**src/rtl/fifo_wr_arbiter_pkg.sv**
```systemverilog
// Shared encodings and width helpers for the async_fifo write-port arbiter.
package fifo_arb_pkg;

  localparam logic [0:0] ST_IDLE = 1'b0;
  localparam logic [0:0] ST_BUSY = 1'b1;

  function automatic int unsigned clog2(input int unsigned v);
    int unsigned r;
    r = 0;
    for (int unsigned i = 0; i < 32; i++) begin
      if ((64'd1 << i) < 64'(v)) r = i + 1;
    end
    return r;
  endfunction

  // Index/counter width that never collapses to zero bits.
  function automatic int unsigned width_of(input int unsigned n);
    return (n < 2) ? 1 : clog2(n);
  endfunction

endpackage

```
**src/rtl/fifo_wr_arbiter_rr_pick.sv**
```systemverilog
// Round-robin picker: first set request strictly after ptr, wrapping through ptr itself.
module rr_pick
  import fifo_arb_pkg::*;
#(
  parameter int unsigned NREQ = 4,
  localparam int unsigned IDXW = width_of(NREQ)
) (
  input  logic [NREQ-1:0] req,
  input  logic [IDXW-1:0] ptr,
  output logic            any,
  output logic [IDXW-1:0] idx
);

  // One extra bit so base + offset (< 2*NREQ) never overflows before the modulo.
  localparam int unsigned SW = IDXW + 1;

  logic [2*NREQ-1:0] dbl;
  logic [NREQ-1:0]   rot;
  logic [SW-1:0]     base;
  logic [SW-1:0]     sum;

  always_comb begin
    dbl  = {req, req};
    base = SW'(ptr) + SW'(1);
    if (base >= SW'(NREQ)) base = base - SW'(NREQ);
    rot  = NREQ'(dbl >> base);
    any  = |req;
    sum  = base;
    // Scan from the top so the lowest rotated position wins.
    for (int k = NREQ - 1; k >= 0; k--) begin
      if (rot[k]) sum = base + SW'(k);
    end
    if (sum >= SW'(NREQ)) sum = sum - SW'(NREQ);
    idx = IDXW'(sum);
  end

endmodule

```
**src/rtl/fifo_wr_arbiter.sv**
```systemverilog
// Round-robin, burst-limited sharing of one async_fifo write port among NREQ producers.
module fifo_wr_arbiter
  import fifo_arb_pkg::*;
#(
  parameter int unsigned NREQ      = 4,
  parameter int unsigned DW        = 8,
  parameter int unsigned BURST_MAX = 4,
  parameter int unsigned CNTW      = 16,
  localparam int unsigned IDXW     = width_of(NREQ),
  localparam int unsigned BCW      = width_of(BURST_MAX)
) (
  input  logic               wclk,
  input  logic               wrst,
  input  logic [NREQ-1:0]    req,
  input  logic [NREQ*DW-1:0] req_data,
  output logic [NREQ-1:0]    ack,
  input  logic               full,
  output logic               w_en,
  output logic [DW-1:0]      data_in,
  output logic               gnt_valid,
  output logic [IDXW-1:0]    gnt_idx,
  output logic [CNTW-1:0]    wr_count
);

  logic [0:0]      state, state_nx;
  logic            gnt_valid_nx;
  logic [IDXW-1:0] gnt_idx_nx;
  logic [IDXW-1:0] last_ptr, last_ptr_nx;
  logic [BCW-1:0]  beat_cnt, beat_cnt_nx;
  logic [CNTW-1:0] wr_count_nx;

  logic [DW-1:0]   req_word [NREQ];
  logic [NREQ-1:0] gnt_oh;
  logic [NREQ-1:0] req_masked;
  logic [NREQ-1:0] pick_req;
  logic [IDXW-1:0] pick_ptr;
  logic [IDXW-1:0] pick_idx;
  logic            pick_any;
  logic            holder_req;
  logic            beat;
  logic            burst_end;
  logic            rearb;

  for (genvar i = 0; i < NREQ; i++) begin : g_word
    assign req_word[i] = req_data[i*DW +: DW];
  end

  assign gnt_oh     = NREQ'(1) << gnt_idx;
  assign holder_req = req[gnt_idx];
  assign beat       = gnt_valid & holder_req & ~full;
  assign burst_end  = beat & (beat_cnt == BCW'(BURST_MAX - 1));
  assign rearb      = ~holder_req | burst_end;

  // A holder that still requests stays eligible, so a lone requester is re-granted.
  assign req_masked = holder_req ? req : (req & ~gnt_oh);
  assign pick_req   = (state == ST_BUSY) ? req_masked : req;
  assign pick_ptr   = (state == ST_BUSY) ? gnt_idx : last_ptr;

  rr_pick #(
    .NREQ (NREQ)
  ) u_pick (
    .req (pick_req),
    .ptr (pick_ptr),
    .any (pick_any),
    .idx (pick_idx)
  );

  assign w_en    = beat;
  assign ack     = beat ? gnt_oh : '0;
  assign data_in = req_word[gnt_idx];

  always_ff @(posedge wclk) begin
    if (wrst) begin
      state     <= ST_IDLE;
      gnt_valid <= 1'b0;
      gnt_idx   <= '0;
      last_ptr  <= IDXW'(NREQ - 1);
      beat_cnt  <= '0;
      wr_count  <= '0;
    end else begin
      state     <= state_nx;
      gnt_valid <= gnt_valid_nx;
      gnt_idx   <= gnt_idx_nx;
      last_ptr  <= last_ptr_nx;
      beat_cnt  <= beat_cnt_nx;
      wr_count  <= wr_count_nx;
    end
  end

  always_comb begin
    state_nx     = state;
    gnt_valid_nx = gnt_valid;
    gnt_idx_nx   = gnt_idx;
    last_ptr_nx  = last_ptr;
    beat_cnt_nx  = beat_cnt;
    wr_count_nx  = beat ? (wr_count + CNTW'(1)) : wr_count;
    case (state)
      ST_IDLE: begin
        if (pick_any) begin
          state_nx     = ST_BUSY;
          gnt_valid_nx = 1'b1;
          gnt_idx_nx   = pick_idx;
          beat_cnt_nx  = '0;
        end
      end
      ST_BUSY: begin
        if (!rearb) begin
          if (beat) beat_cnt_nx = beat_cnt + BCW'(1);
        end else begin
          last_ptr_nx = gnt_idx;
          // Hand over in the same cycle so there is no bubble between bursts.
          if (pick_any) begin
            gnt_idx_nx  = pick_idx;
            beat_cnt_nx = '0;
          end else begin
            state_nx     = ST_IDLE;
            gnt_valid_nx = 1'b0;
          end
        end
      end
    endcase
  end

endmodule

```
**config.mk**
```make
export PLATFORM = sky130hd
export DESIGN_NAME = fifo_wr_arbiter
export DESIGN_NICKNAME = d
export VERILOG_FILES = /design/src/rtl/fifo_wr_arbiter_pkg.sv /design/src/rtl/fifo_wr_arbiter_rr_pick.sv /design/src/rtl/fifo_wr_arbiter.sv
export SDC_FILE = /design/constraint.sdc
export NUM_CORES = 1
export LEC_CHECK = 0
export BUFFER_PORTS_ARGS = -buffer_cell sky130_fd_sc_hd__buf_2
export CAP_MARGIN = 20
export CELL_PAD_IN_SITES_DETAIL_PLACEMENT = 1
export CELL_PAD_IN_SITES_GLOBAL_PLACEMENT = 1
export CORE_ASPECT_RATIO = 1.2
export CORE_UTILIZATION = 35
export DETAILED_ROUTE_END_ITERATION = 16
export HOLD_SLACK_MARGIN = 0.08
export PLACE_DENSITY_LB_ADDON = 0.1
export SYNTH_ARGS = -nofsm -noshare
export SYNTH_HDL_FRONTEND = slang
export SYNTH_HIERARCHICAL = 1
export SYNTH_SLANG_ARGS = --single-unit
```
**constraint.sdc**
```tcl
create_clock -name wclk -period 3 [get_ports wclk]
set_clock_uncertainty 0.1 [all_clocks]
set_input_delay 0.6 -clock wclk [delete_from_list [all_inputs] [get_ports wclk]]
set_output_delay 0.6 -clock wclk [all_outputs]
set_load 0.01 [all_outputs]
```
==> impl_table.tex <==
\begin{tabular}{lr}
\hline
Metric & Value \\
\hline
\multicolumn{2}{l}{\textbf{Logic synthesis}} \\
Portion of the post-synthesis area used by sequential elements & about 28\% \\
Cell count after synthesis & 189 \\
Net Count, Synth & 232 \\
Post-Syn Area & approximately 0.0017 mm\^{}2 \\
Mean Syn Cell Area & 9.089 um\^{}2 \\
Yosys synthesis warning count & 6 \\
Synth Flop Type & sky130\_fd\_sc\_hd\_\_dfxtp\_1 \\
FF+latch count, synth & 24 \\
Number of different library cells in the post-synthesis netlist & 43 \\
Async SR Flop Fraction & 0\% \\
Number of enable flip-flop cells after synthesis & 0 \\
\multicolumn{2}{l}{\textbf{STA}} \\
Finish-stage setup viols & 0 \\
Setup Total Neg Slack & 0 ns \\
RSZ-0062 raised after global routing & no \\
Period Utilization, post-route & 84.11\% \\
Timing-limited maximum frequency & just under 0.4 GHz \\
Final Hold Violating Endpoints & 0 \\
Final Slew Violations & 0 \\
Transition at the pin with the smallest max-transition slack & 0.6144 ns \\
Setup ws final & 0.4766 ns \\
Relative slew slack & 58.98\% \\
Clock period minus worst slack & roughly 2.5 ns \\
\multicolumn{2}{l}{\textbf{Floorplan}} \\
Starting Density & 36.85\% \\
Core region area & between 0.004 and 0.005 mm\^{}2 \\
Die Ht & roughly 80 um \\
Area enclosed by the die boundary & about 0.0052 mm\^{}2 \\
Die width & about 66 um \\
Count of standard-cell rows & 27 \\
Number of ports placed on the die boundary & 71 \\
\multicolumn{2}{l}{\textbf{Clock network}} \\
Clock Path Buffers & 2 \\
Htree depth & 1 \\
Number of clock sinks & 24 \\
Later-pin clock latency in the skew report & 0.27 ns \\
CTS Hold Bufs & 0 \\
Number of gates resized after cts & 0 \\
Clock transition at path regs & 0.09 ns \\
TritonCTS clock tree & yes \\
Post-CTS repair timing setup buffer count & 0 \\
Number of clock buffers inserted by TritonCTS & 3 \\
Root Driver & sky130\_fd\_sc\_hd\_\_clkbuf\_8 \\
\multicolumn{2}{l}{\textbf{Cells and area}} \\
Top library cells by usage in the layout, fill and taps aside & 70 x sky130\_fd\_sc\_hd\_\_buf\_2, 24 x sky130\_fd\_sc\_hd\_\_dfxtp\_1, 17 x sky130\_fd\_sc\_hd\_\_nor2\_1 \\
ANT cells & 0 \\
Area growth syn-to-layout & 24.91\% \\
Fraction of layout cells with a size suffix above 1 & 39.44\% \\
Number of nets in the layout & 295 \\
Count of filler cells inserted in the layout & 609 \\
Commonest non-fill, non-tap cell in the layout & sky130\_fd\_sc\_hd\_\_buf\_2 \\
\multicolumn{2}{l}{\textbf{Global routing}} \\
Number of global-route vias before repair & 1604 \\
Remaining global-route overflow & 0 \\
Number of antenna violations at the first check in global routing & 0 \\
Met1 global-route usage & 21.05\% \\
Combined global-route utilization of all metal layers & 18.39\% \\
Maximum number of pins on one net before global-route repair & 34 \\
Grt met2 use & about a third \\
Global routing usage on met3 & 1.293\% \\
First-pass GRT wire length & 7.527 mm \\
GRT busiest layer & met2 \\
\multicolumn{2}{l}{\textbf{Setup path}} \\
CP Data Required Time & 2.30 ns \\
Signal arrival time at the worst endpoint & roughly 1.8 ns \\
Element type at the critical path start & flip-flop \\
CP max FO & 16 \\
Start-to-end type of the worst setup path & reg2out \\
Element type at the critical path end & output pin \\
\multicolumn{2}{l}{\textbf{Detailed routing}} \\
Detailed Routing Iterations Pass 1 & 4 \\
Via-per-instance ratio & 5.405 \\
DRC viols & 0 \\
Final routed wirelength across all metal layers & around 4.5 mm \\
Starting DRC count in detailed routing & 67 \\
Antenna-violating nets left & 0 \\
Overall via count from detail\_route & 1670 \\
Wirelength per Cell & between 10 and 15 um \\
\multicolumn{2}{l}{\textbf{Power and ir drop}} \\
Internal power & 0.8075 mW \\
Peak supply drop & 0.0002906 V \\
LEAKAGE & 0.9678 nW \\
Net switching power & between 0.4 and 0.5 mW \\
Part of the total power dissipated in the clock network & between 20\% and 30\% \\
Sw frac & 35.27\% \\
Part of the power in registers & 31.6\% \\
Cell Pwr Density & 581.3 mW/mm\^{}2 \\
Power share of the combinational group & 45.6\% \\
\multicolumn{2}{l}{\textbf{Flow run}} \\
Max-cap violations & 0 \\
\multicolumn{2}{l}{\textbf{Place}} \\
Count of input and output buffers & 70 \\
Post-DP HPWL & 3.568 mm \\
Routability congestion estimate & 0.7331 \\
Setup WS pre-CTS & 0.5839 ns \\
\multicolumn{2}{l}{\textbf{Hold path}} \\
Min-Delay Path Class & reg2reg \\
\multicolumn{2}{l}{\textbf{Status}} \\
Run status & complete, no violations \\
\hline
\end{tabular}
[per-layer routing]
layer,share of wire [%],up-vias
met4,1.9,0
met5,0,-
met2,55,28
met1,41,798
li1,-,835
met3,2.0,9
[path summary, 6_finish.rpt]
path	depth (start not counted)	to	startpoint	slack, ns
worst max-delay path	5	w_en	gnt_idx[0]	0.48
worst min-delay path	2	wr_count[6]	wr_count[6]	0.40
worst max register to register	8	gnt_idx[1]	state	0.56
worst min register to register	2	wr_count[6]	wr_count[6]	0.40
[flip-flops by register name, summed over array words and instances, names as in the netlist]
signal and flops:
beat_cnt 2, gnt_idx 2, gnt_valid 1, last_ptr 2, state 1, wr_count 16
[area by class of cell]
cell class              count  area (um^2)  share of cell area, %
well taps                  58        72.57                  3.382
multi-input cells         146         1137                  53.00
flip-flops and latches     24        480.5                  22.39
clock buffers               3        41.29                  1.924
repair buffers             72        365.4                  17.03
inverters                   5        18.77                 0.8746
clock inverters             1        30.03                  1.399
[power by group through the flow]
stage | Combinational (mW) | Sequential [mW] | Clock, mW
after floorplan | 0.448 | 0.378 | 0
after global placement | 0.570 | 0.403 | 0
after detailed placement | 0.574 | 0.404 | 0
after CTS | 0.576 | 0.396 | 0.297
after global routing | 0.626 | 0.403 | 0.310
final | 0.569 | 0.394 | 0.284
[Yosys cell counts (4+ instances only)]
| master | n | share of area [%] |
|---|---|---|
| sky130_fd_sc_hd__nand3_1 | 7 | 2.0 |
| sky130_fd_sc_hd__or3_1 | 4 | 1.5 |
| sky130_fd_sc_hd__o31ai_1 | 4 | 1.7 |
| sky130_fd_sc_hd__inv_1 | 4 | 0.87 |
| sky130_fd_sc_hd__buf_2 | 5 | 1.5 |
| sky130_fd_sc_hd__nand2b_1 | 4 | 1.5 |
| sky130_fd_sc_hd__mux4_2 | 9 | 12 |
| sky130_fd_sc_hd__nor2_1 | 17 | 3.7 |
| sky130_fd_sc_hd__nand4_1 | 4 | 1.5 |
| sky130_fd_sc_hd__a21oi_1 | 15 | 4.4 |
| sky130_fd_sc_hd__clkbuf_1 | 6 | 1.3 |
| sky130_fd_sc_hd__nor2b_1 | 11 | 4.0 |
| sky130_fd_sc_hd__or4_1 | 4 | 1.7 |
| sky130_fd_sc_hd__mux2_2 | 7 | 4.6 |
| sky130_fd_sc_hd__dfxtp_1 | 24 | 28 |
| sky130_fd_sc_hd__and3_1 | 4 | 1.5 |
| sky130_fd_sc_hd__ha_1 | 4 | 2.9 |
| sky130_fd_sc_hd__nand2_1 | 7 | 1.5 |
| sky130_fd_sc_hd__nor4_1 | 5 | 1.8 |
| sky130_fd_sc_hd__o21ai_0 | 9 | 2.6 |
[stage by stage]
stage	utilization (%)	instances	instance area [um^2]	power [mW]	hold WS (ns)
after global routing	46.03	309	2146	1.339	0.4370
after floorplan	-	189	1718	0.8264	0.3717
after CTS	46.03	309	2146	1.269	0.4117
final	46.03	309	2146	1.247	0.3952
after detailed placement	44.50	305	2074	0.9784	0.3961
after global placement	44.50	305	2074	0.9735	0.3916
[critical path, stage by stage (launching register included)]
cell and delay (ns):
sky130_fd_sc_hd__dfxtp_1 0.41, sky130_fd_sc_hd__buf_4 0.28, sky130_fd_sc_hd__mux2_2 0.39, sky130_fd_sc_hd__a22oi_4 0.24
sky130_fd_sc_hd__inv_1 0.09, sky130_fd_sc_hd__buf_2 0.15
[cell families (layout without fill, tap and decap cells)]
group | after synthesis | in the layout | synth area share [%]
simple gates | 79 | 79 | 26.29
compound gates | 39 | 39 | 15.51
flops | 24 | 24 | 27.97
mux | 23 | 23 | 20.98
buf+inv | 19 | 81 | 5.826
fa+ha+maj | 4 | 4 | 2.913
xor+xnor | 1 | 1 | 0.5099
Note: power is estimated with default switching activity, not from simulation.
